File: src/rtl/mult_div_unit.sv
// mult_div_unit: iterative 32-bit multiply/divide unit with HI/LO result registers.
// One bit-serial datapath; a multiply or divide takes 32 iterations plus a commit
// cycle (33 cycles from start to done). Divide by zero commits in one cycle.
//
// Ports:
//   clk        rising-edge clock
//   rst_n      asynchronous active-low reset
//   start      request, sampled only while idle
//   op         00 MULT, 01 MULTU, 10 DIV, 11 DIVU
//   A, B       operands (multiplicand/dividend, multiplier/divisor)
//   busy       operation in flight
//   done       one-cycle pulse after HI/LO are committed
//   hi, lo     HI/LO registers (upper product/remainder, lower product/quotient)
//   divByZero  sticky flag for the last divide with B == 0
//
// Build option: MULT_DIV_DIVIDE_EN enables the divider. Without it, divide
// requests are ignored and divByZero is tied low.
module mult_div_unit (
  input  logic        clk,
  input  logic        rst_n,
  input  logic        start,
  input  logic [1:0]  op,
  input  logic [31:0] A,
  input  logic [31:0] B,
  output logic        busy,
  output logic        done,
  output logic [31:0] hi,
  output logic [31:0] lo,
  output logic        divByZero
);

  localparam int unsigned W    = 32;
  localparam int unsigned CW   = 6;
  localparam logic [CW-1:0] LAST = CW'(W - 1);

  typedef enum logic [1:0] {IDLE, RUN, COMMIT} state_t;

  state_t           state, state_nxt;
  logic             load, step, commit, accept;
  logic [CW-1:0]    cnt;
  logic [2*W-1:0]   acc;      // product accumulator / dividend-quotient shifter
  logic [W-1:0]     operand;  // multiplicand or divisor magnitude
  logic             neg_p;    // sign of product or quotient
  logic             signed_op;
  logic [W-1:0]     abs_a, abs_b;
  logic [W:0]       mul_sum;
  logic [2*W-1:0]   prod;

`ifdef MULT_DIV_DIVIDE_EN
  logic             div_q, dbz_q, neg_a, zero_div, quo_bit;
  logic [W-1:0]     rem, rem_nxt, quo, rem_out;
  logic [W:0]       rem_sh;
`endif

  // Operand conditioning: magnitudes for signed ops, raw values otherwise
  always_comb begin
    signed_op = ~op[0];
    abs_a     = (signed_op && A[W-1]) ? W'(-A) : A;
    abs_b     = (signed_op && B[W-1]) ? W'(-B) : B;
  end

  // Shift-add step: add multiplicand into upper half when current multiplier bit is set
  always_comb begin
    mul_sum = {1'b0, acc[2*W-1:W]} + (acc[0] ? {1'b0, operand} : '0);
    prod    = neg_p ? (2*W)'(-acc) : acc;
  end

`ifdef MULT_DIV_DIVIDE_EN
  // Restoring-divide step on a 33-bit working remainder
  always_comb begin
    zero_div = op[1] && (B == '0);
    rem_sh   = {rem, acc[W-1]};
    quo_bit  = (rem_sh >= {1'b0, operand});
    rem_nxt  = quo_bit ? W'(rem_sh - {1'b0, operand}) : rem_sh[W-1:0];
    quo      = neg_p ? W'(-acc[W-1:0]) : acc[W-1:0];
    rem_out  = neg_a ? W'(-rem) : rem;
  end
`endif

  // State register
  always_ff @(posedge clk or negedge rst_n) begin
    if (!rst_n) state <= IDLE;
    else        state <= state_nxt;
  end

  // Next state and datapath controls
  always_comb begin
    state_nxt = state;
    load      = 1'b0;
    step      = 1'b0;
    commit    = 1'b0;
`ifdef MULT_DIV_DIVIDE_EN
    accept    = start;
`else
    accept    = start && !op[1];
`endif
    unique case (state)
      IDLE: begin
        if (accept) begin
          load      = 1'b1;
          state_nxt = RUN;
`ifdef MULT_DIV_DIVIDE_EN
          if (zero_div) state_nxt = COMMIT;
`endif
        end
      end
      RUN: begin
        step = 1'b1;
        if (cnt == LAST) state_nxt = COMMIT;
      end
      COMMIT: begin
        commit    = 1'b1;
        state_nxt = IDLE;
      end
      default: state_nxt = IDLE;
    endcase
  end

  // Datapath and registered outputs
  always_ff @(posedge clk or negedge rst_n) begin
    if (!rst_n) begin
      cnt     <= '0;
      acc     <= '0;
      operand <= '0;
      neg_p   <= 1'b0;
      busy    <= 1'b0;
      done    <= 1'b0;
      hi      <= '0;
      lo      <= '0;
`ifdef MULT_DIV_DIVIDE_EN
      div_q     <= 1'b0;
      dbz_q     <= 1'b0;
      neg_a     <= 1'b0;
      rem       <= '0;
      divByZero <= 1'b0;
`endif
    end else begin
      busy <= (state_nxt != IDLE);
      done <= commit;
      if (load) begin
        cnt   <= '0;
        neg_p <= signed_op && (A[W-1] ^ B[W-1]);
`ifdef MULT_DIV_DIVIDE_EN
        div_q     <= op[1];
        dbz_q     <= zero_div;
        neg_a     <= signed_op && A[W-1];
        rem       <= '0;
        divByZero <= 1'b0;
        if (zero_div) begin
          acc     <= {A, {W{1'b1}}};
          operand <= '0;
        end else if (op[1]) begin
          acc     <= {{W{1'b0}}, abs_a};
          operand <= abs_b;
        end else begin
          acc     <= {{W{1'b0}}, abs_b};
          operand <= abs_a;
        end
`else
        acc     <= {{W{1'b0}}, abs_b};
        operand <= abs_a;
`endif
      end else if (step) begin
        cnt <= cnt + 1'b1;
`ifdef MULT_DIV_DIVIDE_EN
        if (div_q) begin
          rem            <= rem_nxt;
          acc[W-1:0]     <= {acc[W-2:0], quo_bit};
        end else begin
          acc <= {mul_sum, acc[W-1:1]};
        end
`else
        acc <= {mul_sum, acc[W-1:1]};
`endif
      end else if (commit) begin
`ifdef MULT_DIV_DIVIDE_EN
        if (dbz_q) begin
          hi        <= acc[2*W-1:W];
          lo        <= acc[W-1:0];
          divByZero <= 1'b1;
        end else if (div_q) begin
          hi <= rem_out;
          lo <= quo;
        end else begin
          hi <= prod[2*W-1:W];
          lo <= prod[W-1:0];
        end
`else
        hi <= prod[2*W-1:W];
        lo <= prod[W-1:0];
`endif
      end
    end
  end

`ifndef MULT_DIV_DIVIDE_EN
  assign divByZero = 1'b0;
`endif

endmodule

File: config.mk
export PLATFORM = sky130hd
export DESIGN_NAME = mult_div_unit
export DESIGN_NICKNAME = d
export VERILOG_FILES = /design/src/rtl/mult_div_unit.sv
export SDC_FILE = /design/constraint.sdc
export NUM_CORES = 1
export LEC_CHECK = 0
export ABC_AREA = 1
export BUFFER_PORTS_ARGS = -buffer_cell sky130_fd_sc_hd__buf_2
export CAP_MARGIN = 20
export CORE_MARGIN = 3
export CORE_UTILIZATION = 55
export CTS_CLUSTER_SIZE = 14
export DETAILED_ROUTE_END_ITERATION = 7
export GPL_TIMING_DRIVEN = 0
export PLACE_DENSITY = 0.8
export RECOVER_POWER = 25
export SLEW_MARGIN = 10
export SYNTH_ARGS = -nofsm -noshare
export SYNTH_HDL_FRONTEND = slang
export SYNTH_SLANG_ARGS = --single-unit
export TNS_END_PERCENT = 20
File: constraint.sdc
create_clock -name clk -period 2.2 [get_ports clk]
set_input_delay 0 -clock clk [delete_from_list [all_inputs] [get_ports clk]]
set_output_delay 0 -clock clk [all_outputs]
set_load 0.1 [all_outputs]
==> reports/metrics.yaml <==
status: "finished with violations"
violations: "capacitance limit, slew limit, setup timing"
p_leak_uw: 0.00876
start_util: 0.561
synth.top_cell.area_share: 0.324
synth_area_leaders: "dfrtp_1 (32%), nand2_1 (22%), inv_1 (7.4%)"
cts_buffers: 17
drt-initial-drc-count: 1529
maxCapViolCount: 1
fillers: 1982
grt_setup_unrepaired: "yes"
antenna_found_initial: 0
fin_skew_ns: 0.0132
p_clk_frac: 0.133
die_h_um: 161
syn_area_per_cell_um2: 6.30
synth-simple-area-share: 0.400
floorplan.die_area_um2: 25900
p_sw_uw: 13300
synth_nets: 2204
synth_adder_area_share: 0.0356
grt_overflow_total: 0
cts-root-buf: "clkbuf_16"
cp.arrival_ns: 2.56
swShare: 0.549
drt-total-wl_um: 46200
ios: 136
fp-row-count: 56
clk_pin_slew_ns: 0.08
avgRoutedWirePerCell_um: 17.4
htree_levels: 4
grt_use_total: 0.339
yosysSeqAreaShare: 0.324
worstSetupStartpointType: "flop"
gp_congestion: 1.02
core_area_um2: 23500
fin_nets: 2433
diodes: 0
cts_sinks: 171
yosysUniqueCellTypes: 46
synth_area_um2: 13200
synthArstFlopShare: 1.00
comb_power_share: 0.624
syn2layout_area_growth_pct: 24.8
slew_headroom: -0.0296
yosys_warnings: 0
io_buffers: 134
grt_pass1_wl_um: 70500
yosys-mux-area-fraction: 0
post-route-util: 0.700
cellPowerDensity_nw_per_um2: 1470
vias: 14900
placed_cells: 2552
postSynthCellCount: 2098
vias_per_cell: 5.62
grt_pass1_vias: 13600
maxSlewViolCount: 64
worst_skew_pair.late_latency_ns: 0.45
die_x_um: 161
max-vdd-ir-drop_mv: 0.713
yosysTopAreaCell: "dfrtp_1"
hold_path_class: "input pin to flop"
final_cell_count_no_fill: 2659
finalCritPeriodShare: 1.02
hold_viol_final: 0
synthXorXnorAreaFrac: 0.0378
hpwl_um: 33100
critPathKind: "flop to flop"
clk_path_buf_depth: 2
endpoint_kind: "flop"
path_max_fanout: 7
layout-drive-gt1-share: 0.190
ant_nets: 0
grt_max_degree: 109
synth_top_family_by_area: "simple AND/OR/NAND/NOR gates"
tritoncts: "built"
setup_viol: 12
max_freq_mhz: 445
synth_edf_count: 0
tightestPinTransition_ns: 1.54
finalCriticalPeriod_ns: 2.25
synthFlopType: "dfrtp_1"
drt-pass1-iter-count: 7
drcViolationCount: 0
seqPwrFrac: 0.243
crit_required_ns: 2.52
synth_compound_area_frac: 0.0994
synth-seq-cells: 171
power.internal_uw: 10900
fin_ws_ns: -0.0453
finalPower_uw: 24300
==> area by class of cell <==
cell class | count | area (um2) | area share
multi-input combinational | 1593 | 8400 | 0.509
tap | 319 | 399 | 0.0242
inverter | 274 | 1030 | 0.0627
timing repair buffer | 210 | 1390 | 0.0841
clock inverter | 15 | 206 | 0.0125
buffer | 60 | 357 | 0.0216
sequential | 171 | 4280 | 0.260
clock buffer | 17 | 425 | 0.0258
==> metal layers <==
metal | up-vias | routed length, um | global-route usage
li1 | 7093 | - | -
met1 | 6814 | 19100 | 0.474
met2 | 862 | 20700 | 0.537
met3 | 169 | 4630 | 0.0605
met4 | 0 | 1820 | 0.111
met5 | - | 0 | 0
==> synth_stat cells, types with 5 or more instances <==
| library cell | number |
|---|---|
| inv_2 | 11 |
| nand4_1 | 37 |
| nor2_1 | 203 |
| nor2_4 | 8 |
| nor2_2 | 15 |
| dfrtp_1 | 171 |
| o21ai_2 | 5 |
| inv_1 | 261 |
| o22ai_1 | 5 |
| a21oi_1 | 53 |
| o21ai_0 | 116 |
| clkbuf_1 | 19 |
| nor4_1 | 6 |
| ha_1 | 36 |
| a31oi_1 | 8 |
| o21ai_1 | 43 |
| buf_4 | 10 |
| nand3b_1 | 8 |
| nand2_1 | 767 |
| xnor2_1 | 8 |
| nand3_1 | 169 |
| nor3_1 | 11 |
| buf_2 | 25 |
| nand2_2 | 12 |
| xor2_1 | 49 |
==> registers in the layout (all words and copies together), names as in the netlist <==
name	flops
acc	64
busy	1
cnt	6
done	1
hi	32
lo	32
neg_p	1
operand	32
state	2
==> metrics by stage <==
step	worst slack [ns]	area [um2]	setup TNS (ns)	hold WS [ns]
final	-0.0453	16500	-0.338	0.0143
after global routing	-0.276	16500	-3.76	0.0287
after CTS	-0.0155	15900	-0.0155	0.00451
after detailed placement	-0.473	14300	-5.74	-0.0388
after global placement	-1.47	14300	-253.93	0.293
after floorplan	0.0128	13200	0	-0.296
==> cells by family (layout without fill, tap and decap cells) <==
| logic type | after synthesis | count (layout) |
|---|---|---|
| xor+xnor | 57 | 57 |
| buf+inv | 334 | 576 |
| simple gates | 1255 | 1255 |
| fa+ha+maj | 37 | 37 |
| other cells | 1 | 1 |
| compound gates | 243 | 243 |
| flops | 171 | 171 |
==> worst paths after layout <==
kind,cells past startpoint,slack (ns),end,start
max,15,-0.05,acc[41],acc[0]
min in group asynchronous,2,0.47,hi[31],rst_n
max in group asynchronous,3,0.42,acc[59],rst_n
max reg2reg,15,-0.05,acc[41],acc[0]
min,4,0.01,operand[10],A[10]
min reg2reg,1,0.45,state[1],cnt[5]
==> cell usage in the layout, fill, tap and decap left out, drive strengths merged, types with 36 or more instances in the layout <==
master / synthesis / layout
dfrtp: 171 / 171
inv: 273 / 282
nand2: 781 / 781
nor2: 226 / 226
ha: 36 / 36
nand3: 173 / 173
a21oi: 53 / 53
dlygate4sd3: 0 / 53
o21ai: 167 / 167
nand4: 38 / 38
buf: 41 / 199
xor2: 49 / 49
==> power groups by stage <==
stage	combinational (uW)	clock (uW)	sequential, uW
floorplan	7820	0	6650
detailed placement	12100	0	5710
finish	15100	3210	5900
global route	16400	3360	5990
global placement	11800	0	5670
CTS	13100	3220	5730
==> critical path, cell delays in order (launching register included) <==
cell and delay (ns):
dfrtp_1 0.34, buf_6 0.13, clkbuf_16 0.15, nand2_4 0.05, inv_4 0.06, ha_4 0.13
inv_2 0.04, fa_2 0.33, inv_2 0.08, buf_4 0.12, nand3_1 0.07, nand3b_1 0.18
buf_4 0.16, a21oi_1 0.06, o21ai_1 0.12, o21ai_1 0.08
==> timing repair <==
item / CTS / global route
cloned: 0 / 0
endpoints found under the setup margin: 26 / 44
endpoints found under the hold margin: 118 / 0
setup buffers: 7 / 15
hold buffers: 53 / 0
pin swaps: 11 / 39
gates resized for setup: 79 / 135
Note: power is estimated with default switching activity, not from simulation.
